===== src/rtl/mnist_pkg.sv =====
// Shared types for the logit normalizer: logit type, default class count
// and the per-bank fill state.
package mnist_pkg;

  typedef logic signed [15:0] feature_type;

  localparam int DEF_NUM_CLASSES = 10;

  typedef enum logic {
    BANK_EMPTY,
    BANK_FULL
  } bank_state_type;

endpackage


===== src/rtl/feature_if.sv =====
// Single-lane valid/ready logit stream.
// The sink takes data in; the source drives data out.
interface feature_if
  import mnist_pkg::*;
#(
  parameter int FW = $bits(feature_type)
);

  logic                 valid;
  logic                 ready;
  logic signed [FW-1:0] features [1];

  modport sink (
    input  valid,
    input  features,
    output ready
  );

  modport source (
    output valid,
    output features,
    input  ready
  );

endinterface


===== src/rtl/logit_bank.sv =====
// One frame bank: logit storage, EMPTY/FULL state and running max.
// Max index tracking is built only with SOFTMAX_ARGMAX_EN.
module logit_bank
  import mnist_pkg::*;
#(
  parameter int NUM_CLASSES = DEF_NUM_CLASSES,
  parameter int FW          = $bits(feature_type)
) (
  input  logic                           clock,
  input  logic                           reset,
  input  logic                           wr_en,
  input  logic [$clog2(NUM_CLASSES)-1:0] wr_idx,
  input  logic signed [FW-1:0]           wr_data,
  input  logic                           rd_en,
  input  logic [$clog2(NUM_CLASSES)-1:0] rd_idx,
  output bank_state_type                 state,
  output logic signed [FW-1:0]           rd_data,
  output logic signed [FW-1:0]           max_val
`ifdef SOFTMAX_ARGMAX_EN
  ,
  output logic [$clog2(NUM_CLASSES)-1:0] max_idx
`endif
);

  localparam int IW = $clog2(NUM_CLASSES);
  localparam logic [IW-1:0] LAST = IW'(NUM_CLASSES - 1);

  logic signed [FW-1:0] mem [NUM_CLASSES];
  logic                 take_max;

  // Strictly greater keeps the earliest index on ties.
  assign take_max = wr_en &&
                    ((wr_idx == '0) || (wr_data > max_val));

  always_ff @(posedge clock) begin
    if (wr_en) begin
      mem[wr_idx] <= wr_data;
    end
  end

  assign rd_data = mem[rd_idx];

  always_ff @(posedge clock) begin
    if (reset) begin
      state <= BANK_EMPTY;
    end else if (wr_en && (wr_idx == LAST)) begin
      state <= BANK_FULL;
    end else if (rd_en && (rd_idx == LAST)) begin
      state <= BANK_EMPTY;
    end
  end

  always_ff @(posedge clock) begin
    if (reset) begin
      max_val <= '0;
    end else if (take_max) begin
      max_val <= wr_data;
    end
  end

`ifdef SOFTMAX_ARGMAX_EN
  always_ff @(posedge clock) begin
    if (reset) begin
      max_idx <= '0;
    end else if (take_max) begin
      max_idx <= wr_idx;
    end
  end
`endif

endmodule


===== src/rtl/logit_normalizer.sv =====
// Ping-pong frame buffer emitting each logit minus its frame max.
// Optional argmax outputs with SOFTMAX_ARGMAX_EN.
module logit_normalizer
  import mnist_pkg::*;
#(
  parameter int NUM_CLASSES = DEF_NUM_CLASSES,
  parameter int FW          = $bits(feature_type)
) (
  input  logic                           clock,
  input  logic                           reset,
  feature_if.sink                        features_in,
  feature_if.source                      features_out
`ifdef SOFTMAX_ARGMAX_EN
  ,
  output logic [$clog2(NUM_CLASSES)-1:0] class_idx,
  output logic                           class_valid
`endif
);

  localparam int IW = $clog2(NUM_CLASSES);
  localparam logic [IW-1:0] LAST = IW'(NUM_CLASSES - 1);
  localparam logic signed [FW-1:0] MINV = {1'b1, {(FW-1){1'b0}}};

  logic                 wr_ptr;
  logic                 rd_ptr;
  logic [IW-1:0]        in_index;
  logic [IW-1:0]        out_index;
  logic                 in_fire;
  logic                 out_fire;
  logic                 out_valid;
  bank_state_type       st  [2];
  logic signed [FW-1:0] rdd [2];
  logic signed [FW-1:0] mxv [2];
  logic signed [FW:0]   diff;
  logic signed [FW-1:0] norm;
`ifdef SOFTMAX_ARGMAX_EN
  logic [IW-1:0]        mxi [2];
`endif

  assign features_in.ready = (st[wr_ptr] == BANK_EMPTY);
  assign out_valid         = (st[rd_ptr] == BANK_FULL);
  assign features_out.valid = out_valid;

  assign in_fire  = features_in.valid && features_in.ready;
  assign out_fire = out_valid && features_out.ready;

  for (genvar b = 0; b < 2; b++) begin : g_bank
    logit_bank #(
      .NUM_CLASSES (NUM_CLASSES),
      .FW          (FW)
    ) u_bank (
      .clock   (clock),
      .reset   (reset),
      .wr_en   (in_fire && (wr_ptr == 1'(b))),
      .wr_idx  (in_index),
      .wr_data (features_in.features[0]),
      .rd_en   (out_fire && (rd_ptr == 1'(b))),
      .rd_idx  (out_index),
      .state   (st[b]),
      .rd_data (rdd[b]),
      .max_val (mxv[b])
`ifdef SOFTMAX_ARGMAX_EN
      ,
      .max_idx (mxi[b])
`endif
    );
  end

  always_ff @(posedge clock) begin
    if (reset) begin
      in_index <= '0;
      wr_ptr   <= 1'b0;
    end else if (in_fire) begin
      if (in_index == LAST) begin
        in_index <= '0;
        wr_ptr   <= ~wr_ptr;
      end else begin
        in_index <= in_index + 1'b1;
      end
    end
  end

  always_ff @(posedge clock) begin
    if (reset) begin
      out_index <= '0;
      rd_ptr    <= 1'b0;
    end else if (out_fire) begin
      if (out_index == LAST) begin
        out_index <= '0;
        rd_ptr    <= ~rd_ptr;
      end else begin
        out_index <= out_index + 1'b1;
      end
    end
  end

  // Value never exceeds the max, so only the negative side can overflow.
  assign diff = {rdd[rd_ptr][FW-1], rdd[rd_ptr]} -
                {mxv[rd_ptr][FW-1], mxv[rd_ptr]};
  assign norm = (diff[FW] != diff[FW-1]) ? MINV : diff[FW-1:0];

  assign features_out.features[0] = out_valid ? norm : '0;

`ifdef SOFTMAX_ARGMAX_EN
  assign class_idx   = mxi[rd_ptr];
  assign class_valid = out_valid;
`endif

endmodule


===== src/flat_wrapper.sv =====
// flat-port wrapper written by rule: the top's interface ports become plain ports
module logit_normalizer_flat import mnist_pkg::*;
#(
  parameter int NUM_CLASSES = DEF_NUM_CLASSES,
  parameter int FW          = $bits(feature_type)
)
  (clock, reset, features_in_valid, features_in_features, features_in_ready, features_out_valid, features_out_features, features_out_ready);
  feature_if #(.FW(FW)) features_in_i ();
  feature_if #(.FW(FW)) features_out_i ();
  input  logic clock;
  input  logic reset;
  input wire logic [$bits(features_in_i.valid)-1:0] features_in_valid;
  input wire logic [$bits(features_in_i.features)-1:0] features_in_features;
  output wire logic [$bits(features_in_i.ready)-1:0] features_in_ready;
  output wire logic [$bits(features_out_i.valid)-1:0] features_out_valid;
  output wire logic [$bits(features_out_i.features)-1:0] features_out_features;
  input wire logic [$bits(features_out_i.ready)-1:0] features_out_ready;
  assign features_in_i.valid = features_in_valid;
  assign features_in_i.features = {>>{features_in_features}};
  assign features_in_ready = features_in_i.ready;
  assign features_out_valid = features_out_i.valid;
  assign features_out_features = {>>{features_out_i.features}};
  assign features_out_i.ready = features_out_ready;
  logit_normalizer #(.NUM_CLASSES(NUM_CLASSES), .FW(FW)) u_core (.clock(clock), .reset(reset), .features_in(features_in_i), .features_out(features_out_i));
endmodule

===== config.mk =====
export PLATFORM = sky130hd
export DESIGN_NAME = logit_normalizer_flat
export DESIGN_NICKNAME = d
export VERILOG_FILES = /design/src/rtl/mnist_pkg.sv /design/src/rtl/feature_if.sv /design/src/rtl/logit_bank.sv /design/src/rtl/logit_normalizer.sv /design/src/flat_wrapper.sv
export SDC_FILE = /design/constraint.sdc
export NUM_CORES = 1
export LEC_CHECK = 0
export ABC_AREA = 1
export BUFFER_PORTS_ARGS = -buffer_cell sky130_fd_sc_hd__buf_2
export CAP_MARGIN = 20
export CORE_MARGIN = 2
export CORE_UTILIZATION = 60
export DETAILED_ROUTE_END_ITERATION = 8
export HOLD_SLACK_MARGIN = 0.08
export PLACE_DENSITY = 0.83
export SLEW_MARGIN = 20
export SYNTH_ARGS = -nofsm -noshare
export SYNTH_HDL_FRONTEND = slang
export SYNTH_SLANG_ARGS = --single-unit

===== constraint.sdc =====
create_clock -name clock -period 4.6 [get_ports clock]
set_input_delay 0.46 -clock clock [delete_from_list [all_inputs] [get_ports clock]]
set_output_delay 0.46 -clock clock [all_outputs]
set_load 0.01 [all_outputs]

==> results.toml, run 1 <==
[outcome]
run_status = "finished with violations"
violations = "negative setup slack"

[timing]
max-slew-margin-rel_pct = 33.3
fin_crit_ns = 4.89
clock.fmax_ghz = 0.205
report.final.slew_viol_count = 0
fin_crit_sh_pct = 106
rsz0062_at_grt = "true"
setup_slack_ns = -0.289
tightestPinTransition_ns = 1.00
finalSetupViolCount = 15
finalHoldViolCount = 0
worst_clock_skew_ns = 0.0212

[pwr]
p_sw_mw = 1.78
power_density_mw_per_mm2 = 374
combPwrFrac_pct = 10.3
max-vdd-ir-drop_uv = 309
p_clk_share_pct = 40.1
p_int_mw = 5.65
swShare_pct = 24.0
cellLeakagePower_nw = 7.29
sequentialPowerShare_pct = 49.6

[yosys]
synth_fp_nets = 1593
syn-cell-area_mm2 = 0.0165
syn_avg_cell_area_um2 = 10.9
synth_warnings = 0
synth_area_leaders = "edfxtp_1 (58%), nor2_1 (6.0%), dfxtp_1 (5.8%)"
yosysUniqueCellTypes = 42
synth_seq_cells = 368
yosysTopAreaCell = "edfxtp_1"
seq_area_frac_synth_pct = 63.9
synth_ff_type = "edfxtp_1"
synth_top_area_share_pct = 58.1
synthArstFlopShare_pct = 0
synth_cells = 1522
synth-edff-count = 320

[die]
die_width_um = 170
die_y_um = 170
die-area_mm2 = 0.0289
ios = 38
rows = 60
initial_utilization_pct = 61.2
core-area_mm2 = 0.0270

[critical_path]
cpPeakStageDelay_ns = 0.41
end_kind = "primary output"
worstPathCellList = "buf_12 -> inv_16 -> buf_4 -> bufbuf_16 -> o21ai_2 -> o211ai_1 -> nand3_1 -> o21ai_1 -> nand2_1 -> nand2_2 -> ha_4 -> nand2_4 -> nor2_4 -> inv_1 -> nor3_2 -> nand2_2 -> nand3_1 -> nand2_1 -> ha_1 -> nor2_2 -> buf_6 -> o21ai_1 -> a21oi_1 -> buf_2"
path_buf_inv = 7
crit_arrival_ns = 4.43
slowest_stage = "dfxtp_4"
crit_path_start_kind = "flip-flop"
crit_family = "simple AND/OR/NAND/NOR gates"
crit_fanout = 20
crit_required_ns = 4.14
crit_type = "flip-flop to primary output"

[global_routing]
grt_max_degree = 37
grt_pass1_vias = 12784
grt_pass1_wl_mm = 73.0
grt_overflow = 0
antenna_found_initial = 0
track_usage_pct = 33.8

[job]
cap_violations = 0

[layout]
final_common_cell = "edfxtp_1"
final_cell_mix = "edfxtp_1 (320), nor2_1 (250), nand2_1 (158), o21ai_0 (136), inv_1 (82)"
fillers = 1574
area_delta_synth_final_pct = 20.1
drive_above_1_share_pct = 18.6
utilization_pct = 73.5
nets = 1686
n_antenna_cell = 0
design_area_mm2 = 0.0199
layoutNonFillerInstCount = 1983

[detailed_routing]
drtIter0Drc = 2060
firstDrtPassIters = 5
drtAntennaViolNets = 0
drc = 0
vias_per_cell = 6.75
vias = 13388
wl_per_cell_um = 25.4
drt_wl_total_mm = 50.3

[clock_tree]
cts_tree = "built"
htreeDepth = 2
cts_max_path_buffers = 3
cts_hold_buf = 0
clkSlewWorstSetupHoldPaths_ns = 0.06
cts_root_buf = "clkbuf_16"
cts_made_buffers = 37
cts_sinks = 368
clk_latency_ns = 0.54

[min_path]
hold_path_class = "primary input to flip-flop"

[place]
dp_cells = 1862
place_area_mm2 = 0.0172
gp_congestion = 0.916
dp_hpwl_mm = 25.3
io_buffers = 37
per-layer routing:
metal / vias to the layer above / track usage (%) / wire length (um)
li1: 5616 / - / -
met1: 6257 / 40.8 / 16800
met2: 1223 / 56.3 / 23900
met3: 292 / 7.74 / 6250
met4: 0 / 19.2 / 3370
met5: - / 0 / 0
sequential cells by signal, indices dropped and copies added (netlist names), named ones only:
register                      count
u_core.g_bank.u_bank.mem        320
u_core.rd_ptr                     1
u_core.g_bank.u_bank.state        2
u_core.wr_ptr                     1
u_core.out_index                  4
u_core.in_index                   4
u_core.g_bank.u_bank.max_val     32
final cells by class:
class | instances | area (um2) | area share, %
clock buffers | 46 | 990 | 4.98
clock inverters | 20 | 188 | 0.944
inverters | 88 | 350 | 1.76
multi-input cells | 982 | 5740 | 28.9
flip-flops and latches | 368 | 10600 | 53.2
well taps | 341 | 427 | 2.15
repair buffers | 138 | 1600 | 8.03
Yosys cell counts (2+ instances only):
| cell | number |
|---|---|
| nand4_1 | 3 |
| o21bai_1 | 4 |
| nor3_1 | 4 |
| buf_2 | 20 |
| nand3_2 | 7 |
| buf_4 | 8 |
| nand2_1 | 180 |
| dfxtp_1 | 48 |
| nand3_1 | 74 |
| buf_1 | 6 |
| o21ai_0 | 168 |
| ha_1 | 50 |
| a21boi_0 | 2 |
| o21ai_1 | 30 |
| a21oi_1 | 73 |
| edfxtp_1 | 320 |
| o21a_1 | 5 |
| buf_6 | 5 |
| clkbuf_1 | 45 |
| mux2i_1 | 28 |
| a221oi_1 | 2 |
| a21o_1 | 5 |
| nor2_1 | 264 |
| o211ai_1 | 42 |
| o221ai_1 | 28 |
| inv_1 | 84 |
| nand3b_1 | 2 |
path summary, 6_finish.rpt:
kind	start	end	slack, ns	depth (start not counted)
setup / recovery	flip-flop	features_out_features[11]	-0.29	24
setup reg to reg	u_core.g_bank[1].u_bank.max_val[15]$_SDFFE_PP0P_	u_core.g_bank[1].u_bank.max_val[5]$_SDFFE_PP0P_	2.14	11
hold reg to reg	u_core.g_bank[1].u_bank.state$_SDFFE_PP0P_	u_core.g_bank[1].u_bank.state$_SDFFE_PP0P_	0.47	2
hold / removal	reset	u_core.g_bank[0].u_bank.state$_SDFFE_PP0P_	0.23	2
power groups by stage:
stage / Combinational [mW] / Clock, mW / Sequential, mW
after floorplan: 0.362 / 0 / 3.75
after global placement: 0.536 / 0 / 3.75
after detailed placement: 0.550 / 0 / 3.76
after CTS: 0.625 / 2.93 / 3.68
after global routing: 0.829 / 3.08 / 3.69
final: 0.769 / 2.98 / 3.69
stage by stage:
stage / setup slack (ns) / setup TNS, ns / hold slack [ns] / power, mW
global route: -0.312 / -3.51 / 0.250 / 7.60
global placement: 0.172 / 0 / 0.454 / 4.29
finish: -0.289 / -2.76 / 0.225 / 7.44
detailed placement: 0.0219 / 0 / 0.460 / 4.31
CTS: 0.00275 / 0 / 0.230 / 7.24
floorplan: 0.570 / 0 / 0.439 / 4.12
logic make-up (layout without fill, tap and decap cells):
kind of cell	count (synthesis)	count (layout)	synth area share, %
adder cells (fa/ha/maj)	51	51	3.90
buffers and inverters	172	292	4.48
multiplexers	28	28	1.69
AO/OA/AOI/OAI	363	363	12.6
AND/OR/NAND/NOR	538	538	13.3
XOR/XNOR	2	2	0.106
flip-flops	368	368	63.9
timing repair:
item                       CTS  global route
buffers inserted            20            19
gates cloned                15             3
resized for setup           79           109
setup endpoints to repair   15            15
pin swaps                   13            55
Power figures use the tool's default switching activity.
==> run 2: changes to the inputs <==
==> constraint.sdc (replaced) <==
create_clock -name clock -period 5.85 [get_ports clock]
set_input_delay 0.585 -clock clock [delete_from_list [all_inputs] [get_ports clock]]
set_output_delay 0.585 -clock clock [all_outputs]
set_load 0.01 [all_outputs]
==> results.toml, run 2 (synthesis gave the netlist of run 1 again) <==
[outcome]
run_status = "finished, final reports clean"

[pwr]
max-vdd-ir-drop_uv = 243
p_sw_mw = 1.29
sequentialPowerShare_pct = 51.8
cellLeakagePower_nw = 6.69
combPwrFrac_pct = 8.0
power_mw = 5.60
p_int_mw = 4.30
power_density_mw_per_mm2 = 305
swShare_pct = 23.1
p_clk_share_pct = 40.3

[critical_path]
r2r-start = "u_core.g_bank[0].u_bank.max_val[15]$_SDFFE_PP0P_"
crit_arrival_ns = 4.97
path_buf_inv = 4
crit_family = "compound AO/OA/AOI/OAI gates"
crit_path_start_kind = "flip-flop"
r2r_slack_ns = 3.36
end_kind = "primary output"
ff2ff_path_depth = 11
critical_path_depth = 21
slowest_stage = "dfxtp_4"
reg2reg_to = "u_core.g_bank[0].u_bank.max_val[5]$_SDFFE_PP0P_"
crit_type = "flip-flop to primary output"
crit_required_ns = 5.27
cpPeakStageDelay_ns = 0.58
worstPathCellList = "clkinv_8 -> buf_12 -> o21ai_0 -> o211ai_1 -> nand3_1 -> o21ai_1 -> nand2_1 -> nand2_1 -> ha_1 -> a21oi_1 -> nor2_1 -> nor2_1 -> nand3_1 -> nand4_1 -> o211ai_1 -> ha_1 -> nor2_1 -> buf_4 -> o21ai_0 -> a21oi_1 -> buf_2"
crit_top_cell = "nor2_1"
crit_fanout = 56

[timing]
finalHoldViolCount = 0
finalSetupViolCount = 0
max-slew-margin-rel_pct = 33.2
tightestPinTransition_ns = 1.00
clock.fmax_ghz = 0.180
fin_crit_ns = 5.56
fin_hold_ws_ns = 0.347
report.final.slew_viol_count = 0
worst_clock_skew_ns = 0.0229
fin_crit_sh_pct = 95.0
finalSetupTns_ns = 0

[place]
dp_hpwl_mm = 24.8
io_buffers = 37
gp_congestion = 0.939
place_area_mm2 = 0.0170

[clock_tree]
cts_made_buffers = 36
htreeDepth = 2
cts_root_buf = "clkbuf_16"
cts_max_path_buffers = 3
clk_latency_ns = 0.53
cts_tree = "built"
clkSlewWorstSetupHoldPaths_ns = 0.06
cts_sinks = 368

[die]
rows = 60
ios = 38
die_width_um = 170
core-area_mm2 = 0.0270
die-area_mm2 = 0.0289
die_y_um = 170
initial_utilization_pct = 61.2

[min_path]
min_from = "reset"
hold_path_class = "primary input to flip-flop"
min_delay_worst_endpoint = "u_core.in_index[3]$_SDFFE_PP0P_"
hold_depth = 2

[layout]
drive_above_1_share_pct = 9.62
largest_reg_flops = 320
regMostFlops = "u_core.g_bank.u_bank.mem"
final_common_cell = "edfxtp_1"
nets = 1624
utilization_pct = 67.9
final_cell_mix = "edfxtp_1 (320), nor2_1 (263), nand2_1 (180), o21ai_0 (168), inv_1 (84)"
area_delta_synth_final_pct = 11.0
design_area_mm2 = 0.0184
top_regs = "u_core.g_bank.u_bank.mem x320, u_core.g_bank.u_bank.max_val x32"
fillers = 1837
n_antenna_cell = 0

[global_routing]
grt_pass1_wl_mm = 62.8
track_usage_pct = 28.4
grt_pass1_vias = 11625
grt_max_degree = 90
grt_overflow = 0
antenna_found_initial = 0

[detailed_routing]
drtIter0Drc = 1695
firstDrtPassIters = 6
wl_per_cell_um = 21.8
drt_wl_total_mm = 41.9
drc = 0
vias = 12081
drtAntennaViolNets = 0
vias_per_cell = 6.29

[job]
cap_violations = 0
run 2: cell count changes in the layout (fill, tap and decap cells not counted), sizes merged:
cell and change:
buf -51, bufbuf -8, clkbuf -4, clkinvlp +3, inv -3, clkinv +2, bufinv -1
run 2: worst max-delay path by stage:
stage	startpoint	endpoint	slack, ns
6_report	flip-flop	features_out_features[7]	0.29
5_1_grt	flip-flop	features_out_features[7]	-0.003
4_1_cts	flip-flop	features_out_features[7]	0.07
3_5_place_dp	flip-flop	features_out_features[4]	0.80
3_3_place_gp	flip-flop	features_out_features[7]	0.91
2_1_floorplan	flip-flop	features_out_features[3]	1.70
run 2: area by class of cell:
type / count / area (um2) / share of cell area, %
inverter: 88 / 347 / 1.89
sequential: 368 / 10600 / 57.6
multi-input combinational: 982 / 5250 / 28.6
tap: 341 / 427 / 2.32
clock buffer: 44 / 972 / 5.29
timing repair buffer: 77 / 624 / 3.40
clock inverter: 21 / 170 / 0.927
run 2: what timing repair did:
item,CTS,global route
hold buffers,0,0
endpoints found under the setup margin,0,15
resized for setup,0,8
setup buffers,0,4
run 2: worst register-to-register path: stages, from the launching register on:
cell     delay, ns
dfxtp_1       0.34
inv_1         0.06
ha_1          0.34
nand2_1       0.07
inv_1         0.06
nand3_1       0.08
nor2_1        0.26
nand2_1       0.12
nand3_1       0.10
nand3_2       0.52
a21oi_1       0.35
nor2_1        0.07
run 2: power groups by stage:
| stage | Clock (mW) | Combinational (mW) | Sequential (mW) |
|---|---|---|---|
| 2_1_floorplan | 0 | 0.285 | 2.95 |
| 3_3_place_gp | 0 | 0.410 | 2.95 |
| 3_5_place_dp | 0 | 0.424 | 2.95 |
| 4_1_cts | 2.26 | 0.430 | 2.90 |
| 5_1_grt | 2.36 | 0.495 | 2.90 |
| 6_report | 2.25 | 0.445 | 2.90 |
run 2: stage by stage:
step                worst slack (ns)  instances
finish                         0.294       1921
global route                -0.00298       1921
CTS                           0.0738       1915
detailed placement             0.800       1850
global placement               0.905       1850
floorplan                       1.70       1522
run 2: layer usage:
layer	track usage [%]	share of wire (%)	vias up
li1	-	-	5481
met1	37.4	38	5688
met4	11.7	3.9	0
met2	47.0	48	772
met3	5.12	10	140
met5	0	0	-
==> run 3: changes to the inputs <==
--- a/config.mk
+++ b/config.mk
@@ -5,7 +5,6 @@
 export SDC_FILE = /design/constraint.sdc
 export NUM_CORES = 1
 export LEC_CHECK = 0
-export ABC_AREA = 1
 export BUFFER_PORTS_ARGS = -buffer_cell sky130_fd_sc_hd__buf_2
 export CAP_MARGIN = 20
 export CORE_MARGIN = 2
==> results.toml, run 3 <==
[timing]
worst_clock_skew_ns = 0.0127
clock.fmax_ghz = 0.176
finalSetupViolCount = 0
fin_crit_sh_pct = 97.3
report.final.slew_viol_count = 0
tightestPinTransition_ns = 1.08
fin_crit_ns = 5.69
max-slew-margin-rel_pct = 27.8
finalHoldViolCount = 0

[yosys]
synth_seq_cells = 368
synth-edff-count = 320
yosysUniqueCellTypes = 51
synth_ff_type = "edfxtp_1"
synth_top_area_share_pct = 60.9
seq_area_frac_synth_pct = 67.0
syn-cell-area_mm2 = 0.0158
syn_avg_cell_area_um2 = 17.1
synth_fp_nets = 993
synth_cells = 922
synthArstFlopShare_pct = 0
yosysMostFrequentCell = "edfxtp_1"
synth_area_leaders = "edfxtp_1 (61%), mux4_2 (14%), dfxtp_1 (6.1%)"
ys_top_cells_by_count = "edfxtp_1 (320), mux4_2 (96), nor2_1 (59), ha_1 (50), nand2_1 (50)"
yosysTopAreaCell = "edfxtp_1"
synth_warnings = 0

[die]
die_y_um = 166
rows = 59
initial_utilization_pct = 60.9
core-area_mm2 = 0.0259
die-area_mm2 = 0.0276
ios = 38
die_width_um = 166

[detailed_routing]
drt_wl_total_mm = 37.7
vias = 8928
drtAntennaViolNets = 0
wl_per_cell_um = 27.3
drc = 0
drtIter0Drc = 986
firstDrtPassIters = 5
vias_per_cell = 6.48

[critical_path]
path_buf_inv = 4
crit_type = "flip-flop to primary output"
cpPeakStageDelay_ns = 0.54
crit_path_start_kind = "flip-flop"
slowest_stage = "mux4_2"
crit_required_ns = 5.27
end_kind = "primary output"
critical_path_depth = 18
crit_family = "multiplexers"
crit_fanout = 10
worstPathCellList = "buf_8 -> mux4_2 -> mux4_2 -> mux2i_4 -> inv_1 -> ha_1 -> nor2b_1 -> o21ai_0 -> a21boi_1 -> o2111ai_2 -> a21boi_1 -> o41ai_2 -> xnor2_1 -> ha_1 -> nand2b_4 -> buf_6 -> nor3_1 -> buf_2"
ff2ff_path_depth = 8
crit_arrival_ns = 5.11

[layout]
largest_reg_flops = 320
top_regs = "u_core.g_bank.u_bank.mem x320, u_core.g_bank.u_bank.max_val x32"
area_delta_synth_final_pct = 15.9
fillers = 1516
utilization_pct = 70.6
final_cell_mix = "edfxtp_1 (320), mux4_2 (96), nand2_1 (49), nor2_1 (49), mux2i_1 (47)"
regMostFlops = "u_core.g_bank.u_bank.mem"
final_common_cell = "edfxtp_1"
design_area_mm2 = 0.0183
nets = 1086
drive_above_1_share_pct = 29.3
layoutNonFillerInstCount = 1378
n_antenna_cell = 0

[outcome]
run_status = "finished, final reports clean"

[global_routing]
grt_pass1_wl_mm = 54.6
grt_max_degree = 32
track_usage_pct = 26.8
antenna_found_initial = 0
grt_pass1_vias = 8875
grt_overflow = 0

[pwr]
cellLeakagePower_nw = 6.08
power_density_mw_per_mm2 = 314
p_clk_share_pct = 42.3
p_int_mw = 4.51
power_mw = 5.74
sequentialPowerShare_pct = 50.6
max-vdd-ir-drop_uv = 302
swShare_pct = 21.6
p_sw_mw = 1.24
combPwrFrac_pct = 7.1

[place]
place_area_mm2 = 0.0166
gp_congestion = 0.834
dp_cells = 1290
dp_hpwl_mm = 20.7
io_buffers = 37

[min_path]
hold_depth = 2
hold_path_class = "flip-flop to flip-flop"

[job]
cap_violations = 0

[clock_tree]
cts_max_path_buffers = 3
clkSlewWorstSetupHoldPaths_ns = 0.06
cts_root_buf = "clkbuf_16"
cts_sinks = 368
htreeDepth = 2
clk_latency_ns = 0.52
cts_made_buffers = 37
cts_tree = "built"
## run 3: changes by cell type after synthesis, moves of 27 or more
cell / before / now
nor2_1: 264 / 59
o21ai_0: 168 / 12
nand2_1: 180 / 50
mux4_2: 0 / 96
nand3_1: 74 / 6
a21oi_1: 73 / 24
o211ai_1: 42 / 1
inv_1: 84 / 44
o21ai_1: 30 / 1
o221ai_1: 28 / 0
clkbuf_1: 45 / 18
## run 3: what timing repair did
action	4_1_cts	5_1_grt
resized for setup	22	23
hold buffers	0	0
setup buffers	2	15
cloned	2	2
pin swaps	3	7
endpoints found under the setup margin	15	12
## run 3: final timing paths
| check | startpoint | to | slack (ns) |
|---|---|---|---|
| setup / recovery | flip-flop | features_out_features[6] | 0.16 |
| hold / removal | u_core.g_bank[1].u_bank.max_val[7]$_SDFFE_PP0P_ | u_core.g_bank[1].u_bank.max_val[7]$_SDFFE_PP0P_ | 0.48 |
| setup reg to reg | u_core.g_bank[0].u_bank.max_val[11]$_SDFFE_PP0P_ | u_core.g_bank[0].u_bank.max_val[13]$_SDFFE_PP0P_ | 2.58 |
| hold reg to reg | u_core.g_bank[1].u_bank.max_val[7]$_SDFFE_PP0P_ | u_core.g_bank[1].u_bank.max_val[7]$_SDFFE_PP0P_ | 0.48 |
## run 3: kinds of logic (layout without fill, tap and decap cells)
kind of cell	after synthesis	count (layout)	synth area share [%]
flip-flops	368	368	67.0
AND/OR/NAND/NOR	172	172	4.98
multiplexers	162	162	18.0
buffers and inverters	83	204	2.21
AO/OA/AOI/OAI	72	72	2.94
adder cells (fa/ha/maj)	51	51	4.09
XOR/XNOR	14	14	0.777
## run 3: metrics by stage
step / worst slack [ns] / hold WS (ns) / setup TNS, ns
floorplan: 0.576 / 0.447 / 0
global placement: 0.346 / 0.457 / 0
detailed placement: 0.257 / 0.472 / 0
CTS: 0.0289 / 0.482 / 0
global route: -0.0148 / 0.491 / -0.0225
finish: 0.159 / 0.481 / 0
## run 3: final cells by class
class | count | area (um2) | area share (%)
Clock buffer | 50 | 1030 | 5.62
Clock inverter | 17 | 215 | 1.18
Inverter | 44 | 165 | 0.903
Tap cell | 335 | 419 | 2.29
Sequential cell | 368 | 10600 | 57.8
Multi-Input combinational cell | 471 | 5100 | 27.9
Timing Repair Buffer | 93 | 782 | 4.28
## run 3: power groups by stage
stage / combinational [mW] / clock (mW) / sequential (mW)
finish: 0.409 / 2.43 / 2.90
global route: 0.443 / 2.55 / 2.91
CTS: 0.374 / 2.45 / 2.90
detailed placement: 0.358 / 0 / 2.96
global placement: 0.348 / 0 / 2.96
floorplan: 0.250 / 0 / 2.95
## run 3: tightest hold or removal path: cells and delay by family (launching register included)
kind,cells,cell delay [ns]
flip-flops,1,0.32
multiplexers,1,0.05
AND/OR/NAND/NOR,1,0.06
## run 3: metal layers
layer | vias up | GRT usage, % | share of wire (%)
met5 | - | 0 | 0
met4 | 0 | 11.0 | 3.7
met3 | 87 | 4.50 | 8.4
met2 | 513 | 43.4 | 49
met1 | 4513 | 36.9 | 39
li1 | 3815 | - | -
